### src/rtl/ps2_note_pkg.sv
`default_nettype none
// ============================================================================
// Module   : ps2_note_pkg
// Purpose  : Shared scan-code constants, frame FSM state type and the
//            scan-code to note-period lookup table.
// Revision : 1.0  initial release
// ============================================================================
package ps2_note_pkg;

  // Prefix bytes of the PS/2 set-2 protocol
  localparam logic [7:0] SC_BREAK = 8'hF0;
  localparam logic [7:0] SC_EXT   = 8'hE0;

  // Widest period value in the table fits in 20 bits
  localparam int LUT_W = 20;

  typedef enum logic [1:0] {
    ST_IDLE   = 2'd0,
    ST_DATA   = 2'd1,
    ST_PARITY = 2'd2,
    ST_STOP   = 2'd3
  } frame_state_t;

  // Scan code to tone period in CLK cycles; 0 means the key is not a note
  function automatic logic [LUT_W-1:0] period_lut(input logic [7:0] code);
    logic [LUT_W-1:0] p;
    p = '0;
    case (code)
      8'h1A: p = 20'd95555;
      8'h22: p = 20'd85132;
      8'h21: p = 20'd75843;
      8'h2A: p = 20'd71586;
      8'h32: p = 20'd63776;
      8'h31: p = 20'd56818;
      8'h3A: p = 20'd50620;
      8'h1C: p = 20'd190840;
      8'h1B: p = 20'd173611;
      8'h23: p = 20'd151515;
      8'h2B: p = 20'd142857;
      8'h34: p = 20'd127551;
      8'h33: p = 20'd113636;
      8'h3B: p = 20'd101239;
      8'h15: p = 20'd382205;
      8'h1D: p = 20'd340507;
      8'h24: p = 20'd303361;
      8'h2D: p = 20'd286336;
      8'h2C: p = 20'd255102;
      8'h35: p = 20'd227273;
      8'h3C: p = 20'd202478;
      8'h16: p = 20'd764526;
      8'h1E: p = 20'd681013;
      8'h26: p = 20'd606796;
      8'h25: p = 20'd572737;
      8'h2E: p = 20'd510204;
      8'h36: p = 20'd454545;
      8'h3D: p = 20'd404924;
      default: p = '0;
    endcase
    return p;
  endfunction

endpackage
`default_nettype wire

### src/rtl/ps2_frame_rx.sv
`default_nettype none
// ============================================================================
// Module   : ps2_frame_rx
// Purpose  : PS/2 receiver: input synchronisers, ps2c glitch filter,
//            11-bit frame FSM with odd-parity check and inactivity timeout.
//            byte_valid / frame_err are single-cycle strobes aligned with the
//            STOP sample; data_byte is meaningful while byte_valid is high.
// Revision : 1.0  initial release
// ============================================================================
module ps2_frame_rx
  import ps2_note_pkg::*;
#(
  parameter int FILT_LEN    = 4,
  parameter int TIMEOUT_CYC = 100_000
) (
  input  logic       CLK,
  input  logic       RST_N,
  input  logic       ps2c,
  input  logic       ps2d,
  output logic [7:0] data_byte,
  output logic       byte_valid,
  output logic       frame_err
);

  localparam int CNT_W = $clog2(TIMEOUT_CYC + 1);

  logic                c_meta, c_sync, d_meta, d_sync;
  logic [FILT_LEN-1:0] hist;
  logic                filt;
  logic                strobe;
  frame_state_t        state;
  logic [7:0]          shreg;
  logic [2:0]          bit_cnt;
  logic                par_bit;
  logic [CNT_W-1:0]    idle_cnt;
  logic                timeout;
  logic                frame_ok;

  // Two-flop synchronisers, preset to the idle-high bus level
  always_ff @(posedge CLK or negedge RST_N) begin
    if (!RST_N) begin
      c_meta <= 1'b1;
      c_sync <= 1'b1;
      d_meta <= 1'b1;
      d_sync <= 1'b1;
    end else begin
      c_meta <= ps2c;
      c_sync <= c_meta;
      d_meta <= ps2d;
      d_sync <= d_meta;
    end
  end

  // Filtered ps2c only flips after FILT_LEN identical samples
  always_ff @(posedge CLK or negedge RST_N) begin
    if (!RST_N) begin
      hist <= '1;
      filt <= 1'b1;
    end else begin
      hist <= (hist << 1) | FILT_LEN'(c_sync);
      if (&hist && !filt) begin
        filt <= 1'b1;
      end else if (~|hist && filt) begin
        filt <= 1'b0;
      end
    end
  end

  // A filtered falling edge is the bit sample point
  assign strobe   = ~|hist && filt;
  assign timeout  = (state != ST_IDLE) && !strobe &&
                    (idle_cnt == CNT_W'(TIMEOUT_CYC - 1));
  assign frame_ok = d_sync && (^{shreg, par_bit});

  assign data_byte  = shreg;
  assign byte_valid = strobe && (state == ST_STOP) && frame_ok;
  assign frame_err  = (strobe && (state == ST_STOP) && !frame_ok) || timeout;

  // Frame sequencer with per-bit inactivity watchdog
  always_ff @(posedge CLK or negedge RST_N) begin
    if (!RST_N) begin
      state    <= ST_IDLE;
      shreg    <= '0;
      bit_cnt  <= '0;
      par_bit  <= 1'b0;
      idle_cnt <= '0;
    end else if (strobe) begin
      idle_cnt <= '0;
      case (state)
        ST_IDLE: begin
          if (!d_sync) begin
            state   <= ST_DATA;
            bit_cnt <= '0;
          end
        end
        ST_DATA: begin
          shreg   <= {d_sync, shreg[7:1]};
          bit_cnt <= bit_cnt + 3'd1;
          if (bit_cnt == 3'd7) begin
            state <= ST_PARITY;
          end
        end
        ST_PARITY: begin
          par_bit <= d_sync;
          state   <= ST_STOP;
        end
        ST_STOP: state <= ST_IDLE;
        default: state <= ST_IDLE;
      endcase
    end else if (state == ST_IDLE) begin
      idle_cnt <= '0;
    end else if (timeout) begin
      state    <= ST_IDLE;
      idle_cnt <= '0;
    end else begin
      idle_cnt <= idle_cnt + CNT_W'(1);
    end
  end

endmodule
`default_nettype wire

### src/rtl/ps2_note_decoder.sv
`default_nettype none
// ============================================================================
// Module   : ps2_note_decoder
// Purpose  : Turns PS/2 key make/break codes into a set of POLY held-note
//            slots, each carrying the tone period of its key. Lowest free
//            slot wins, no stealing, no compaction.
// Revision : 1.0  initial release
// ============================================================================
module ps2_note_decoder
  import ps2_note_pkg::*;
#(
  parameter int POLY        = 2,
  parameter int NOTE_W      = 26,
  parameter int FILT_LEN    = 4,
  parameter int TIMEOUT_CYC = 100_000
) (
  input  logic                   CLK,
  input  logic                   RST_N,
  input  logic                   ps2c,
  input  logic                   ps2d,
  output logic [POLY*NOTE_W-1:0] note_period,
  output logic [POLY-1:0]        note_active,
  output logic [7:0]             key_code,
  output logic                   key_valid,
  output logic                   frame_err
);

  logic [7:0]        data_byte;
  logic              byte_valid;
  logic              rx_err;
  logic [NOTE_W-1:0] lut_val;
  logic              brk, ext;
  logic [7:0]        slot_code   [POLY];
  logic [NOTE_W-1:0] slot_period [POLY];
  logic [POLY-1:0]   slot_act;
  logic [POLY-1:0]   free_sel;
  logic [POLY-1:0]   held_sel;
  logic              taken;

  ps2_frame_rx #(
    .FILT_LEN    (FILT_LEN),
    .TIMEOUT_CYC (TIMEOUT_CYC)
  ) u_rx (
    .CLK        (CLK),
    .RST_N      (RST_N),
    .ps2c       (ps2c),
    .ps2d       (ps2d),
    .data_byte  (data_byte),
    .byte_valid (byte_valid),
    .frame_err  (rx_err)
  );

  assign lut_val     = NOTE_W'(period_lut(data_byte));
  assign note_active = slot_act;

  for (genvar i = 0; i < POLY; i++) begin : g_pack
    assign note_period[i*NOTE_W +: NOTE_W] = slot_period[i];
  end

  // One-hot lowest free slot, and mask of slots already holding the code
  always_comb begin
    free_sel = '0;
    held_sel = '0;
    taken    = 1'b0;
    for (int i = 0; i < POLY; i++) begin
      if (!slot_act[i] && !taken) begin
        free_sel[i] = 1'b1;
        taken       = 1'b1;
      end
      if (slot_act[i] && (slot_code[i] == data_byte)) begin
        held_sel[i] = 1'b1;
      end
    end
  end

  // Prefix tracking and slot allocate/free, all on the accepted-byte cycle
  always_ff @(posedge CLK or negedge RST_N) begin
    if (!RST_N) begin
      key_code  <= '0;
      key_valid <= 1'b0;
      frame_err <= 1'b0;
      brk       <= 1'b0;
      ext       <= 1'b0;
      slot_act  <= '0;
      for (int i = 0; i < POLY; i++) begin
        slot_code[i]   <= '0;
        slot_period[i] <= '0;
      end
    end else begin
      key_valid <= byte_valid;
      frame_err <= rx_err;
      if (byte_valid) begin
        key_code <= data_byte;
        if (data_byte == SC_BREAK) begin
          brk <= 1'b1;
        end else if (data_byte == SC_EXT) begin
          ext <= 1'b1;
        end else begin
          brk <= 1'b0;
          ext <= 1'b0;
          // Extended keys have no note mapping
          if (!ext) begin
            if (brk) begin
              for (int i = 0; i < POLY; i++) begin
                if (held_sel[i]) begin
                  slot_act[i]    <= 1'b0;
                  slot_code[i]   <= '0;
                  slot_period[i] <= '0;
                end
              end
            end else if ((lut_val != '0) && (held_sel == '0)) begin
              // Typematic repeats and full-slot makes fall through unchanged
              for (int i = 0; i < POLY; i++) begin
                if (free_sel[i]) begin
                  slot_act[i]    <= 1'b1;
                  slot_code[i]   <= data_byte;
                  slot_period[i] <= lut_val;
                end
              end
            end
          end
        end
      end
    end
  end

endmodule
`default_nettype wire

### config.mk
export PLATFORM = sky130hd
export DESIGN_NAME = ps2_note_decoder
export DESIGN_NICKNAME = d
export VERILOG_FILES = /design/src/rtl/ps2_note_pkg.sv /design/src/rtl/ps2_frame_rx.sv /design/src/rtl/ps2_note_decoder.sv
export SDC_FILE = /design/constraint.sdc
export NUM_CORES = 1
export LEC_CHECK = 0
export BUFFER_PORTS_ARGS = -buffer_cell sky130_fd_sc_hd__buf_2
export CAP_MARGIN = 20
export CORE_MARGIN = 2
export CORE_UTILIZATION = 41
export CTS_CLUSTER_SIZE = 40
export DETAILED_ROUTE_END_ITERATION = 10
export MAX_ROUTING_LAYER = met4
export PLACE_DENSITY_LB_ADDON = 0.12
export SLEW_MARGIN = 10
export SYNTH_ARGS = -nofsm -noshare
export SYNTH_HDL_FRONTEND = slang
export SYNTH_SLANG_ARGS = --single-unit
### constraint.sdc
create_clock -name CLK -period 9 [get_ports CLK]
set_input_delay 0 -clock CLK [delete_from_list [all_inputs] [get_ports CLK]]
set_output_delay 0 -clock CLK [all_outputs]
set_load 0.01 [all_outputs]
; ---- After elaboration in Yosys (flattened, before gate mapping)
; Memories as Yosys holds them, arrays and structs flattened.
; Cells that the tools add are included.
[totals]
ff_bits = 122
romBits = 1280
inputBits = 4
out_inout_bits = 64
mem_count = 1
[classes]
add_sub_neg = 2
n_eq_ne = 16
muxes = 37
bitwise_logic = 4
n_reduce_logical = 40
[memory_table]
columns = memory, depth, word_bits, rd, rd_clocked_by_memory_dff, wr, line_no
row1 = (name not given), 64, 20, 1, 0, 0, ps2_note_pkg.sv:28  ; case (code)
[op_table]
columns = op, n
row1 = 26-bit two-way mux, 4
row2 = 52-bit two-way mux, 2
row3 = 17-bit two-way mux, 3
row4 = 16-bit two-way mux, 2
row5 = 8-bit two-way mux, 4
row6 = 26-bit nonzero test, 1
row7 = 20-bit two-way mux, 1
row8 = 17-bit by 1-bit adder with 17-bit output (second input constant), 1
row9 = 17-bit equality test (second input constant), 1
row10 = 8-bit equality test, 2
row11 = 8-bit equality test (second input constant), 2
row12 = 2-bit two-way mux, 7
row13 = 7-bit AND reduction, 2
row14 = 1-bit logical AND, 12
row15 = 2-bit nonzero test, 6
row16 = 1-bit two-way mux, 11
row17 = 9-bit XOR reduction, 1
row18 = 2-bit one-hot mux with 4 select lines, 1
row19 = 2-bit AND reduction, 4
row20 = 4-bit AND reduction, 2
row21 = 2-bit logical NOT, 3
row22 = 2-bit by 1-bit inequality test with 1-bit output (second input constant), 3
row23 = 2-bit inequality test (second input constant), 3
row24 = 3-bit one-hot mux with 2 select lines, 1
row25 = 13 further kinds, 20

; ---- Depth between registers and ports, before layout
; Gate-level depths: netlist of the first run.
[logic_depth]
word_depth = 9
mapped_depth = 14

; ---- Hierarchy
; Synthesis of the first run repeated with hierarchy kept, for this count alone.
[unflattened]
hier_cells = 667
area_unflattened_um2 = 6476.2
[by_module_without_submodules]
columns = mod, n_inst, cells_each, area_each_um2
row1 = ps2_note_decoder, 1, 508, 4595.7
row2 = ps2_frame_rx, 1, 159, 1880.6

; ---- Least setup slack after synthesis of the first run
; OpenSTA, ideal clock, no wires.
[synth_path]
path_type = reg-to-reg
start = reg u_rx.shreg[1], in the netlist u_rx.data_byte[1]
end = reg slot_period (netlist bit note_period[45])
arrival_ps = 3146
t_required_ps = 8875
path_slack_ps = 5729
stages_incl_launch_ff = 12
n_path_buf = 2
cell_sequence = dfrtp_1 -> inv_1 -> ha_1 -> clkbuf_1 -> mux2_2 -> a221oi_2 -> nor4_1 -> or4_4 -> nor4_4 -> a211o_1 -> buf_6 -> mux2_4
[synth_between]
elab_chain_len = 7
elab_cells_between_ends = 24
classes_between = eq/ne: 5 / mux: 6 / bitwise: 2 / reduce/logical: 10 / memory: 1
[synth_rtl]
columns = item, line_no
row1 = "start, declared", ps2_frame_rx.sv:32  ; logic [7:0] shreg;
row2 = "start signal, assigned", ps2_frame_rx.sv:97  ; shreg <= {d_sync, shreg[7:1]};
row3 = "parallel branches: the longest is 7 deep, another holds memory read 64 x 20 bit", n/a
row4 = "end signal, assigned by index", ps2_note_decoder.sv:117  ; slot_period[i] <= lut_val;
row5 = "end, declared", ps2_note_decoder.sv:34  ; logic [NOTE_W-1:0] slot_period [POLY];
; Parallel ways; which one is timed is not known. The select of a mux whose other input is x is not followed.
; A chain may end at the register's enable or synchronous reset.

; ---- Final worst setup path of the first run
; Ends and elaborated chain as after synthesis.

==> results of run 1 <==
## how the worst min path moves through the flow
stage / endpoint / slack, ns / depth (start not counted)
floorplan: brk$_DFFE_PN0P_ / -0.30 / 0
global placement: key_code[7]$_DFFE_PN0P_ / 0.02 / 1
detailed placement: u_rx.state[0]$_DFFE_PN0P_ / 0.04 / 1
CTS: u_rx.state[0]$_DFFE_PN0P_ / 0.20 / 2
global route: key_code[6]$_DFFE_PN0P_ / 0.24 / 2
finish: key_code[6]$_DFFE_PN0P_ / 0.19 / 2
## stage by stage
step                      hold slack (ns)  total power [uW]
after floorplan                    -0.296               524
after global placement             0.0212               533
after detailed placement           0.0418               533
after CTS                           0.199               942
after global routing                0.242               966
final                               0.187               932
## worst max-delay path, delay by kind of cell (launching register included)
kind / cells / cell delay [ns]
mux: 1 / 0.35
fa+ha+maj: 1 / 0.44
compound gates: 3 / 1.26
simple gates: 4 / 1.40
buf+inv: 1 / 0.34
flops: 1 / 0.88
## power breakdown
part | total (uW) | leakage (uW) | switching, uW | internal, uW
clock | 408 | 0.000145 | 189 | 219
combinational | 23.0 | 0.00135 | 18.0 | 5.02
sequential | 501 | 0.00151 | 2.84 | 498
total | 932 | 0.00300 | 210 | 722
## cell usage after synthesis, types with 9 or more instances
master	number	area share [%]
a21oi_1	33	2.7
mux2i_1	9	1.5
o21ai_0	25	2.0
o2bb2ai_1	24	3.4
xnor2_1	25	3.5
ha_1	15	3.0
a22o_1	25	3.5
a31oi_1	9	0.91
buf_4	19	2.3
a211oi_1	9	1.1
buf_2	22	1.8
nand2_1	59	3.6
nor2_1	51	3.1
xor2_1	11	1.6
dfrtp_1	101	41
inv_1	14	0.85
clkbuf_1	17	1.0
nand2b_1	9	0.91
dfstp_2	9	3.8
nand4_1	13	1.3
nor3_1	11	0.89
nand3_1	18	1.5
## cells by family (layout without fill, tap and decap cells)
kind of cell,after synthesis,count (layout),synth area share (%)
buffers and inverters,79,97,6.81
other,1,12,0.0607
xor gates and xnor gates,38,38,5.63
adders and majority gates,15,15,3.04
and+or+nand+nor,201,201,16.2
DFF,110,110,44.8
AOI/OAI and AO/OA,174,174,20.3
muxes,18,18,3.22
## layout by cell type (no fill, tap or decap), types with 3 or more instances in the layout
cell type      count
a211o_1            5
a211oi_1           9
a21o_1             5
a21oi_1           33
a22o_1            25
a31oi_1            9
and2_1             8
and3_1             4
buf_2             54
buf_4              8
clkbuf_16          9
conb_1            12
dfrtp_1          101
dfstp_2            9
dlygate4sd3_1      3
ha_1              15
inv_1             14
mux2_2             7
mux2i_1            9
nand2_1           59
nand2b_1           9
nand3_1           18
nand4_1           13
nor2_1            51
nor2b_1            8
nor3_1            11
nor4_1             4
nor4b_1            3
o2111ai_1          3
o211ai_1           8
o21ai_0           25
o22ai_1            8
o2bb2ai_1         24
xnor2_1           25
xor2_1            11
## area by class of cell
type,instances,area (sq um),area share [%]
Clock buffer,10,229,3.39
Multi-Input combinational cell,458,3030,44.9
Tap cell,184,230,3.41
Timing Repair Buffer,65,360,5.34
Sequential cell,110,2760,40.9
Clock inverter,6,71.3,1.06
Inverter,16,62.6,0.927
## what timing repair did
action / CTS / global route
resized for setup: 0 / 0
endpoints found under the setup margin: 0 / 0
hold buffers: 3 / 0
endpoints found under the hold margin: 37 / 0
## flip-flops by register name, indices dropped and copies added (netlist names), 2 cells and up
name / count
key_code: 8
note_active: 2
note_period: 40
slot_code: 16
u_rx.bit_cnt: 3
u_rx.data_byte: 8
u_rx.hist: 4
u_rx.idle_cnt: 17
u_rx.state: 2
## layer usage
| layer | part of all wire, % | vias up | track usage [%] |
|---|---|---|---|
| met5 | 0 | - | - |
| met4 | 1.9 | 0 | 6.85 |
| met3 | 6.2 | 30 | 5.27 |
| met2 | 46 | 214 | 33.9 |
| met1 | 45 | 2516 | 30.7 |
| li1 | - | 2318 | - |
==> results.json, run 1 <==
{
  "cp-startpoint": "u_rx.data_byte[1]$_DFFE_PN0P_",
  "die_area_sq_mm": 0.0161,
  "boundaryPins": 68,
  "vias_per_cell": 5.98,
  "grt_pass1_wl_mm": 27.6,
  "worstRegToRegCells": 10,
  "fin_skew_ns": 0.0111,
  "hold_violations": 0,
  "fin_ws_ns": 4.18,
  "clk-insertion-delay-late_ns": 0.36,
  "overflow": 0,
  "num-fill-cells": 1401,
  "synthesis.area_sq_mm": 0.00618,
  "cts_sinks": 110,
  "clk_path_buf_depth": 2,
  "portBuffers": 55,
  "cts_tree": "yes",
  "syn_to_final_growth_pct": 9.30,
  "slew_violations": 0,
  "critPathKind": "flop to flop",
  "reg2reg_slack_ns": 4.18,
  "wl_per_cell_um": 20.3,
  "required_ns": 9.24,
  "grt_antenna_before_repair": 0,
  "drt-initial-drc-count": 549,
  "regToRegStartpoint": "u_rx.data_byte[1]$_DFFE_PN0P_",
  "period_minus_slack_ns": 4.82,
  "syn_inst": 636,
  "synth_ff_type": "dfrtp_1",
  "fin_tns_setup_ns": 0,
  "r2r_end": "note_period[45]$_DFFE_PN0P_",
  "avgSynthCellArea_sq_um": 9.71,
  "max_cap_violations": 0,
  "dp.cells": 830,
  "crit_chain": "inv_1 -> ha_1 -> nand2_1 -> nand3_1 -> o21ai_0 -> a21oi_1 -> or4_4 -> nor4_4 -> a211o_1 -> mux2_4",
  "vias": 5078,
  "arrival_ns": 5.06,
  "die_h_um": 127,
  "final_util_pct": 46.1,
  "gp_congestion": 0.954,
  "yosysWarnings": 0,
  "dpl_cell_area_sq_mm": 0.00642,
  "core_sq_mm": 0.0146,
  "dp_hpwl_mm": 11.7,
  "async_reset_ff_share_pct": 100,
  "ys_types": 68,
  "place_ws_ns": 4.25,
  "grt_pass1_vias": 4879,
  "clock-root-buffer": "clkbuf_16",
  "max_slew.worst_pin.slew_ns": 1.05,
  "outcome": "finished clean",
  "nNetsFinal": 679,
  "ant_nets": 0,
  "grt_max_degree": 67,
  "ys_ff_latch": 110,
  "layout-drive-gt1-share_pct": 16.1,
  "hp-class": "primary input to asynchronous set/reset pin",
  "cts_buffers": 9,
  "stdcell_count": 849,
  "worstSetupStartpointType": "flop",
  "critPathCapture": "note_period[45]$_DFFE_PN0P_",
  "endpoint_kind": "flop",
  "cpMaxStageDelayCell": "a211o_1",
  "slowest_delay_ns": 0.90,
  "clkSlewWorstSetupHoldPaths_ns": 0.08,
  "finalCritPeriodShare_pct": 53.5,
  "drc_errors": 0,
  "power.density_mw_per_mm2": 138,
  "firstDrtPassIters": 5,
  "p_leak_uw": 0.00300,
  "slew-limit-headroom_pct": 30.0,
  "htreeDepth": 3,
  "synth_edf_count": 0,
  "gr-usage-all-layers_pct": 22.6,
  "setup_violations": 0,
  "fmax_ghz": 0.208,
  "initial_core_util_pct": 42.2,
  "die_w_um": 127,
  "rsz0062_at_grt": "no",
  "rows": 44,
  "seq_area_frac_synth_pct": 44.8,
  "ir_drop_mv": 0.0838,
  "antenna_cells": 0,
  "routed_wl_mm": 17.2,
  "fin_area_sq_mm": 0.00675,
  "crit_fanout": 29,
  "post_cts_buffers": 0
}
No activity file was read; power rests on OpenSTA's default activity.
==> run 2, diff against run 1 <==
==> constraint.sdc (replaced) <==
create_clock -name CLK -period 4.3 [get_ports CLK]
set_input_delay 0 -clock CLK [delete_from_list [all_inputs] [get_ports CLK]]
set_output_delay 0 -clock CLK [all_outputs]
set_load 0.01 [all_outputs]
==> run 2 against run 1 <==
  * Via count is 0.18% lower
  * Register-to-register slack got worse by 4.0 ns
  * Hold slack got worse by 0.034 ns
  * Routed wire length increased by 0.76%
  * Cell count up 1.8%
  * Power up 110%
  * Core utilization grew 0.96 points
  * Flip-flop and latch count unchanged
  * Fmax rose by 18%
  * Critical path depth is the same
  * Clock power up 110%
  * Critical path type unchanged
  * Largest power group unchanged
  * Highest routed layer unchanged
==> results.json, run 2 (same netlist as run 1, synthesis figures left out) <==
{
  "cts.repair.resized": 0,
  "grt_pass1_vias": 4853,
  "cts_buffers": 9,
  "boundaryPins": 68,
  "pwr-share-seq_pct": 54.1,
  "power.density_mw_per_mm2": 281,
  "reg2reg_slack_ns": 0.22,
  "layout_commonest_cell": "dfrtp_1",
  "portBuffers": 55,
  "finalCritPeriodShare_pct": 94.8,
  "die_area_sq_mm": 0.0161,
  "worstSetupStartpointType": "flop",
  "clock-root-buffer": "clkbuf_16",
  "rsz0062_at_grt": "no",
  "p_leak_uw": 0.00308,
  "core_sq_mm": 0.0146,
  "regToRegStartpoint": "u_rx.data_byte[0]$_DFFE_PN0P_",
  "gp_congestion": 0.979,
  "final_util_pct": 47.1,
  "grt_pass1_wl_mm": 27.4,
  "rows": 44,
  "dp_hpwl_mm": 12.1,
  "clk-insertion-delay-late_ns": 0.36,
  "internal-power_uw": 1510,
  "holdWs_ns": 0.153,
  "slew-limit-headroom_pct": 37.8,
  "fin_skew_ns": 0.00942,
  "firstDrtPassIters": 5,
  "worstRegToRegCells": 10,
  "crit_fanout": 14,
  "antenna_cells": 0,
  "cts_tree": "yes",
  "critPathKind": "flop to flop",
  "grt_antenna_before_repair": 0,
  "largest_register_ffs": 40,
  "layout-drive-gt1-share_pct": 17.8,
  "gr-usage-all-layers_pct": 22.6,
  "mostFrequentLayoutCells": "101 x dfrtp_1, 59 x nand2_1, 54 x buf_2",
  "cts_sinks": 110,
  "vias": 5069,
  "die_h_um": 127,
  "grt_max_degree": 79,
  "endpoint_kind": "flop",
  "cpMaxStageDelayCell": "a2111oi_2",
  "arrival_ns": 4.37,
  "setup_violations": 0,
  "drc_errors": 0,
  "switching_share_pct": 22.0,
  "wl_per_cell_um": 20.1,
  "crit_chain": "inv_1 -> ha_1 -> or3_4 -> a221oi_2 -> nor4_1 -> or4_4 -> nor4_4 -> a2111oi_2 -> buf_4 -> a22o_1",
  "clkSlewWorstSetupHoldPaths_ns": 0.07,
  "outcome": "finished clean",
  "period_minus_slack_ns": 4.08,
  "hold_violations": 0,
  "overflow": 0,
  "syn_to_final_growth_pct": 11.6,
  "r2r_end": "slot_code[13]$_DFFE_PN0P_",
  "pwr-share-clk_pct": 43.3,
  "clk_path_buf_depth": 2,
  "htreeDepth": 3,
  "drt-initial-drc-count": 606,
  "max_slew.worst_pin.slew_ns": 0.924,
  "die_w_um": 127,
  "ir_drop_mv": 0.204,
  "vias_per_cell": 5.87,
  "post_cts_buffers": 0,
  "routed_wl_mm": 17.3,
  "nNetsFinal": 694,
  "slew_violations": 0,
  "fmax_ghz": 0.245,
  "slowest_delay_ns": 0.83,
  "max_cap_violations": 0,
  "ant_nets": 0,
  "hp-class": "primary input to asynchronous set/reset pin",
  "fin_tns_setup_ns": 0,
  "combPwrFrac_pct": 2.6,
  "initial_core_util_pct": 42.2,
  "required_ns": 4.60,
  "netSwitchingPower_uw": 427
}
==> run 2: worst max path at each step <==
stage / to / slack [ns] / startpoint / cells after the start
after floorplan: note_period[45]$_DFFE_PN0P_ / 1.03 / u_rx.data_byte[1]$_DFFE_PN0P_ / 11
after global placement: slot_code[13]$_DFFE_PN0P_ / 0.40 / u_rx.data_byte[0]$_DFFE_PN0P_ / 11
after detailed placement: slot_code[8]$_DFFE_PN0P_ / 0.29 / u_rx.data_byte[0]$_DFFE_PN0P_ / 10
after CTS: slot_code[8]$_DFFE_PN0P_ / 0.26 / u_rx.data_byte[0]$_DFFE_PN0P_ / 10
after global routing: slot_code[8]$_DFFE_PN0P_ / 0.09 / u_rx.data_byte[0]$_DFFE_PN0P_ / 11
final: slot_code[13]$_DFFE_PN0P_ / 0.22 / u_rx.data_byte[0]$_DFFE_PN0P_ / 10
==> run 2: area by class of cell <==
| type | count | area, sq um |
|---|---|---|
| timing repair buffer | 80 | 510 |
| fill | 1413 | 7750 |
| multi-input combinational | 458 | 3030 |
| inverter | 16 | 62.6 |
| tap | 184 | 230 |
| clock buffer | 11 | 233 |
| sequential | 110 | 2760 |
| clock inverter | 5 | 57.6 |
==> run 2: metrics by stage <==
step / instance area (sq um) / cells / total power [uW] / setup slack, ns
floorplan: 6220 / 647 / 1100 / 1.03
global placement: 6550 / 844 / 1110 / 0.400
detailed placement: 6550 / 844 / 1120 / 0.287
CTS: 6870 / 863 / 1960 / 0.260
global route: 6890 / 864 / 2010 / 0.0873
finish: 6890 / 864 / 1940 / 0.222
==> run 2: metal layers <==
metal / track usage (%) / part of all wire (%)
met4: 6.66 / 2.3
met5: - / 0
met1: 31.1 / 46
met3: 4.93 / 5.9
met2: 33.6 / 46
==> run 2: timing repair <==
| item | in CTS | in global routing |
|---|---|---|
| hold endpoints to repair | 70 | 0 |
| setup endpoints to repair | 0 | 0 |
| hold buffers | 3 | 0 |
==> run 2: power by group through the flow <==
| stage | clock (uW) | sequential [uW] | combinational [uW] |
|---|---|---|---|
| 2_1_floorplan | 0 | 1070 | 30.8 |
| 3_3_place_gp | 0 | 1070 | 46.2 |
| 3_5_place_dp | 0 | 1070 | 47.4 |
| 4_1_cts | 863 | 1050 | 49.7 |
| 5_1_grt | 903 | 1050 | 58.4 |
| 6_report | 839 | 1050 | 49.9 |
==> run 2: worst max-delay path, delay by kind of cell (launching register included) <==
family,cells,cell delay (ns)
AND/OR/NAND/NOR,4,1.39
AO/OA/AOI/OAI,3,1.01
adder cells (fa/ha/maj),1,0.56
flip-flops,1,0.55
buffers and inverters,2,0.50
